### config.mk
export PLATFORM = sky130hd
export DESIGN_NAME = seg7_serial_driver
export DESIGN_NICKNAME = d
export VERILOG_FILES = /design/src/rtl/seg7_serial_driver.sv
export SDC_FILE = /design/constraint.sdc
export NUM_CORES = 1
export LEC_CHECK = 0
export ABC_AREA = 1
export BUFFER_PORTS_ARGS = -buffer_cell sky130_fd_sc_hd__buf_4
export CAP_MARGIN = 30
export CORE_ASPECT_RATIO = 0.75
export CORE_UTILIZATION = 59
export DETAILED_ROUTE_END_ITERATION = 10
export GPL_ROUTABILITY_DRIVEN = 0
export PLACE_DENSITY_LB_ADDON = 0.15
export SYNTH_ARGS = -nofsm -noshare
export SYNTH_HDL_FRONTEND = slang
export SYNTH_SLANG_ARGS = --single-unit
### constraint.sdc
create_clock -name clk -period 2.5 [get_ports clk]
set_input_delay 0.5 -clock clk [delete_from_list [all_inputs] [get_ports clk]]
set_output_delay 0.5 -clock clk [all_outputs]
set_load 0.01 [all_outputs]
### src/rtl/seg7_serial_driver.sv
// Serialises the 64-bit active-low segment pattern onto the display shift-register chain.
// Every output is registered, so the board pins never see combinational glitches.
module seg7_serial_driver #(
   parameter int CLK_DIV = 2,
   parameter int WIDTH   = 64
) (
   input  logic             clk,
   input  logic             rst_n,
   input  logic [WIDTH-1:0] pattern,
   input  logic             refresh,
   output logic             busy,
   output logic             done,
   output logic             seg_clk,
   output logic             seg_dout,
   output logic             seg_latch,
   output logic             seg_clrn
);

   localparam int DW = $clog2(CLK_DIV) + 1;
   localparam int BW = $clog2(WIDTH);

   typedef enum logic [2:0] {IDLE, SHIFT_LO, SHIFT_HI, LATCH, DONE} state_t;

   state_t           state, state_nxt;
   logic [WIDTH-1:0] sreg, sreg_nxt;
   logic [BW-1:0]    bitcnt, bitcnt_nxt;
   logic [DW-1:0]    divcnt, divcnt_nxt;
   logic             pending, pending_nxt;
   logic             phase_end;
   logic             busy_nxt, done_nxt, seg_clk_nxt, seg_dout_nxt, seg_latch_nxt;

   // NOTE: sequential state uses non-blocking assignments so every flop samples pre-edge values.
   always_ff @(posedge clk or negedge rst_n) begin
      if (!rst_n) begin
         state     <= IDLE;
         sreg      <= '0;
         bitcnt    <= '0;
         divcnt    <= '0;
         pending   <= 1'b0;
         busy      <= 1'b0;
         done      <= 1'b0;
         seg_clk   <= 1'b0;
         seg_dout  <= 1'b0;
         seg_latch <= 1'b0;
         seg_clrn  <= 1'b0;
      end else begin
         state     <= state_nxt;
         sreg      <= sreg_nxt;
         bitcnt    <= bitcnt_nxt;
         divcnt    <= divcnt_nxt;
         pending   <= pending_nxt;
         busy      <= busy_nxt;
         done      <= done_nxt;
         seg_clk   <= seg_clk_nxt;
         seg_dout  <= seg_dout_nxt;
         seg_latch <= seg_latch_nxt;
         seg_clrn  <= 1'b1;
      end
   end

   assign phase_end = (divcnt == DW'(CLK_DIV - 1));

   // NOTE: every variable gets a default at the top so no latch is inferred on untaken paths.
   always_comb begin
      state_nxt   = state;
      sreg_nxt    = sreg;
      bitcnt_nxt  = bitcnt;
      divcnt_nxt  = divcnt;
      pending_nxt = pending | (refresh && (state != IDLE));
      case (state)
         IDLE: begin
            if (refresh || pending) begin
               sreg_nxt    = pattern;
               bitcnt_nxt  = BW'(WIDTH - 1);
               divcnt_nxt  = '0;
               pending_nxt = 1'b0;
               state_nxt   = SHIFT_LO;
            end
         end
         SHIFT_LO: begin
            if (phase_end) begin
               divcnt_nxt = '0;
               state_nxt  = SHIFT_HI;
            end else begin
               divcnt_nxt = divcnt + DW'(1);
            end
         end
         SHIFT_HI: begin
            if (phase_end) begin
               divcnt_nxt = '0;
               sreg_nxt   = sreg << 1;
               if (bitcnt == '0) begin
                  state_nxt = LATCH;
               end else begin
                  bitcnt_nxt = bitcnt - BW'(1);
                  state_nxt  = SHIFT_LO;
               end
            end else begin
               divcnt_nxt = divcnt + DW'(1);
            end
         end
         LATCH: begin
            if (phase_end) begin
               divcnt_nxt = '0;
               state_nxt  = DONE;
            end else begin
               divcnt_nxt = divcnt + DW'(1);
            end
         end
         DONE:    state_nxt = IDLE;
         default: state_nxt = IDLE;
      endcase
   end

   // Outputs are decoded from the next state and registered alongside it.
   always_comb begin
      busy_nxt      = state_nxt inside {SHIFT_LO, SHIFT_HI, LATCH};
      done_nxt      = (state_nxt == DONE);
      seg_clk_nxt   = (state_nxt == SHIFT_HI);
      seg_latch_nxt = (state_nxt == LATCH);
      seg_dout_nxt  = 1'b0;
      if (state_nxt inside {SHIFT_LO, SHIFT_HI}) begin
         seg_dout_nxt = sreg_nxt[WIDTH-1];
      end
   end

endmodule

**Yosys cells after proc, flatten, opt, wreduce, memory -nomap -nowiden**

Cells that the tools add are included.

- $add $sub $neg: 2
- Eq/ne operators: 11
- Multiplexer cells: 19
- Bitwise operators: 1
- Reduce and logical (&&, ||, !) cells: 13

Operator list:

| cell | count |
|---|---|
| $mux 64 | 2 |
| $pmux 64 s2 | 1 |
| $mux 6 | 3 |
| $eq 3x2->1 const B | 4 |
| $mux 3 | 4 |
| $pmux 3 s4 | 1 |
| $pmux 6 s2 | 1 |
| $eq 3x1->1 const B | 2 |
| $logic_not 6->1 | 1 |
| $mux 2 | 3 |
| $ne 2x2->1 const B | 3 |
| $reduce_bool 2->1 | 3 |
| $reduce_bool 3->1 | 2 |
| $sub 6x1->6 const B | 1 |
| $pmux 2 s2 | 1 |
| $reduce_and 4->1 | 1 |
| $eq 3x3->1 const B | 1 |
| $logic_not 3->1 | 1 |
| $mux 1 | 3 |
| $reduce_and 3->1 | 1 |
| $reduce_or 3->1 | 1 |
| $add 2x1->2 const B | 1 |
| $eq 2x1->1 const B | 1 |
| $reduce_and 2->1 | 1 |
| other kinds (3) | 3 |

- Register bits after elaboration: 82
- Bits of input ports: 67

**Logic depth before layout (Yosys ltp)**

- Word-level depth: 7
- Gate-level depth with buffers: 9
- Gate-level depth less buffers: 9

**Worst setup path before layout**

No wires, ideal clock.

- Kind: input port to flip-flop
- Start point: input port refresh
- End point: register seg_dout
- Arrival: 1.331 ns
- Data required time: 2.382 ns
- Path slack: 1.051 ns
- Cell stages on the path: 7
- Path buffers: 1
- Cells stage by stage: nor2_1 nor2_4 buf_6 nor2_4 nand2_2 nor2_2 nor2_2

- Cells in the longest elaborated chain, start to end: 6
- Elaborated cells on any way between the ends: 9

Ends and longest elaborated chain:

| element | line | RTL |
|---|---|---|
| from (decl) | 10 | `input logic refresh,` |
| $logic_or 1x1->1 * | 72 | `if (refresh \|\| pending) begin` |
| $mux 3 * | 72 |  |
| $pmux 3 s4 * | 70 | `case (state)` |
| net state_nxt[0] | 24 | `state_t state, state_nxt;` |
| $eq 3x1->1 or $eq 3x2->1 (tied branches) | 122 | `if (state_nxt inside {SHIFT_LO, SHIFT_HI}) begin` |
| $reduce_bool 2->1 * | 122 |  |
| $mux 1 * | 122 |  |
| net seg_dout_nxt | 30 | `logic busy_nxt, done_nxt, seg_clk_nxt, seg_dout_nxt, seg_latch_nxt;` |
| to (signal assigned) | 55 | `seg_dout <= seg_dout_nxt;` |
| to (decl) | 14 | `output logic seg_dout,` |

Mark *: on every way through the listed nets, which the timed path passes. The rest lies on a longest branch. The select of a mux whose other input is x is not followed.
A chain may end at the register's enable or synchronous reset.

**Final worst setup path**

- Start point: register state[0]
- End point: register sreg[2]

- Cells in the longest elaborated chain, start to end: 3
- Elaborated cells on any way between the ends: 7

Ends and longest elaborated chain:

| element | line | RTL |
|---|---|---|
| from (decl) | 24 |  |
| from (signal assigned) | 47 | `state <= state_nxt;` |
| $eq 3x2->1 or $logic_not 3->1 (tied branches) | 70 |  |
| $ne 2x2->1 (no source line) or $reduce_bool 2->1 (tied branches) | - |  |
| $reduce_and 3->1 (no source line) | - |  |
| to (signal assigned) | 48 | `sreg <= sreg_nxt;` |
| to (decl) | 25 | `logic [WIDTH-1:0] sreg, sreg_nxt;` |

Parallel ways exist; a longest one is shown, timed or not.

==> run_results.csv <==
group,metric,value,unit
status,status,"completed",
drt,viasPerCell,5.32,
grt,grt_pass1_wl,12600,um
drt,firstDrtPassIters,4,
timing,relSlewSlack,59.7,%
grt,antenna_found_initial,0,
synth,syn-num-nets,463,
cells_and_area,antennaDiodeCount,0,
clocking,h-tree-depth,3,
place,hpwl,4940,um
critical_path,path_class,"flip-flop to flip-flop",
synth,yosys_warnings,0,
timing,rsz0062_at_grt,"no",
clocking,post_cts_buffers,0,
clocking,path_clk_slew,0.09,ns
clocking,cts_resized,0,
timing,drv_slew,0,
timing,post-route-period-util,81.6,%
floorplanning,initial_core_util,62.1,%
grt,grt_use_total,25.0,%
critical_path,crit_path_start_kind,"flip-flop",
timing,tightest_slew,0.604,ns
drt,vias,2902,
clocking,clock_path_buffers,2,
timing,final-hold-violation-count,0,
floorplanning,die_y,70.4,um
floorplanning,num_rows,24,
critical_path,crit_path_max_fanout,45,
timing,fmax,490,MHz
clocking,clock_latency,0.35,ns
synth,synthCells,394,
cells_and_area,nets,532,
timing,min_period,2.04,ns
grt,grt_max_degree,49,
clocking,cts_tree,"built",
critical_path,critical_path_required,2.80,ns
critical_path,crit_path_end_kind,"flip-flop",
hold_path,hold_class,"primary input to asynchronous set/reset pin",
synth,avgSynthCellArea,9.33,um^2
place,io_buffers,72,
floorplanning,io_pins,73,
cells_and_area,utilization,74.6,%
cells_and_area,final_cell_area,0.00441,mm^2
pwr,power_density,1240,mW/mm^2
synth,synth_seq_cells,82,
timing,clock_skew,0.0101,ns
synth,synth_area,0.00368,mm^2
floorplanning,die_w,93.1,um
drt,ant_nets,0,
grt,grt_pass1_vias,2688,
place,place_area,0.00424,mm^2
floorplanning,core_area,0.00592,mm^2
pwr,p_leak,2.33,nW
synth,yosysSeqAreaShare,55.8,%
synth,synthDistinctLibCells,25,
cells_and_area,drive_above_1_share,22.6,%
drt,routed_wl,7380,um
cells_and_area,area_growth,20.0,%
pwr,peakVddDrop,0.000538,V
floorplanning,dieArea,0.00655,mm^2
drt,drt_iter0_drc,156,
clocking,cts.sinks,82,
drt,drc_errors,0,
clocking,postCtsHoldBufs,0,
clocking,cts-root-buf,"clkbuf_8",
drt,wl_per_cell,13.5,um
timing,setup_viol,0,
critical_path,critPathArrivalTime,2.34,ns
grt,overflow,0,
run,cap_violations,0,
clocking,cts_buffers,9,
timing,finalSetupTns,0,ns
worst paths after layout:
path	from	to	slack (ns)	cells after the start
setup / recovery	state[0]$_DFF_PN0_	sreg[2]$_DFFE_PN0P_	0.46	6
hold / removal	rst_n	divcnt[1]$_DFFE_PN0P_	0.08	1
setup reg to reg	state[0]$_DFF_PN0_	sreg[2]$_DFFE_PN0P_	0.46	6
hold reg to reg	sreg[62]$_DFFE_PN0P_	sreg[62]$_DFFE_PN0P_	0.49	2
max in group asynchronous	rst_n	sreg[36]$_DFFE_PN0P_	1.80	2
min in group clk	pattern[29]	sreg[29]$_DFFE_PN0P_	0.35	3
registers in the layout (all words and copies together), names as in the netlist:
signal,flops
bitcnt,6
pending,1
seg_dout,1
seg_latch,1
state,3
seg_clrn,1
done,1
divcnt,2
seg_clk,1
sreg,64
busy,1
cells by family after synthesis:
family | synth area share (%)
fa+ha+maj | 0.681
flops | 55.8
buf+inv | 5.72
other cells | 0.102
xor+xnor | 0.715
compound gates | 14.7
simple gates | 22.3
synth_stat cells, drive strengths merged:
cell    number  area, um^2
a21oi        2        10.0
a22o         1        8.76
a22oi       62         465
buf         19         139
conb         1        3.75
dfrtp       82        2050
ha           2        25.0
inv         19        71.3
nand2      157         604
nand3        5        25.0
nand3b       1        7.51
nand4        2        12.5
nor2        26         165
nor3         1        5.00
o21ai       11        55.1
xnor2        2        17.5
xor2         1        8.76
layout by cell type, fill, tap and decap left out, types with 3 or more instances in the layout:
master	count
nor2_4	4
o21ai_1	6
buf_4	75
nand2_2	3
nor2_1	18
nand2_1	153
inv_1	18
nand3_1	5
o21ai_0	5
clkbuf_8	9
inv_6	3
dfrtp_1	82
a22oi_1	62
area by class of cell:
| type | count | area, um^2 |
|---|---|---|
| flip-flops and latches | 82 | 2050 |
| fillers | 436 | 1500 |
| repair buffers | 77 | 603 |
| clock inverters | 7 | 51.3 |
| clock buffers | 9 | 124 |
| multi-input cells | 274 | 1410 |
| well taps | 78 | 97.6 |
| inverters | 19 | 71.3 |
worst max-delay path, stage by stage, from the launching register on:
cell     delay (ns)
dfrtp_1        0.48
nor2_4         0.18
nand2_2        0.09
nor2_4         0.48
buf_4          0.51
a22oi_1        0.14
nand2_1        0.09
routing by layer:
| layer | global-route usage (%) | wire length (um) |
|---|---|---|
| met1 | 35.5 | 3480 |
| met2 | 37.8 | 3490 |
| met3 | 7.19 | 363 |
| met4 | 7.01 | 50 |
| met5 | 0 | 0 |
power by group:
group          leakage (nW)  internal [mW]  total [mW]  switching, mW
logic                  1.23          0.858        2.26           1.40
clock network        0.0864          0.367       0.874          0.507
registers              1.01           1.97        2.35          0.383
total                  2.33           3.20        5.48           2.29
metrics by stage:
stage | hold WS, ns | setup WS, ns | cells | total power, mW
after floorplan | 0.204 | 1.05 | 394 | 4.15
after global placement | 0.456 | 0.523 | 530 | 4.54
after detailed placement | 0.467 | 0.481 | 530 | 4.64
after CTS | 0.0925 | 0.477 | 546 | 5.52
after global routing | 0.103 | 0.286 | 546 | 5.99
final | 0.0838 | 0.460 | 546 | 5.48
No activity file was read; power rests on OpenSTA's default activity.
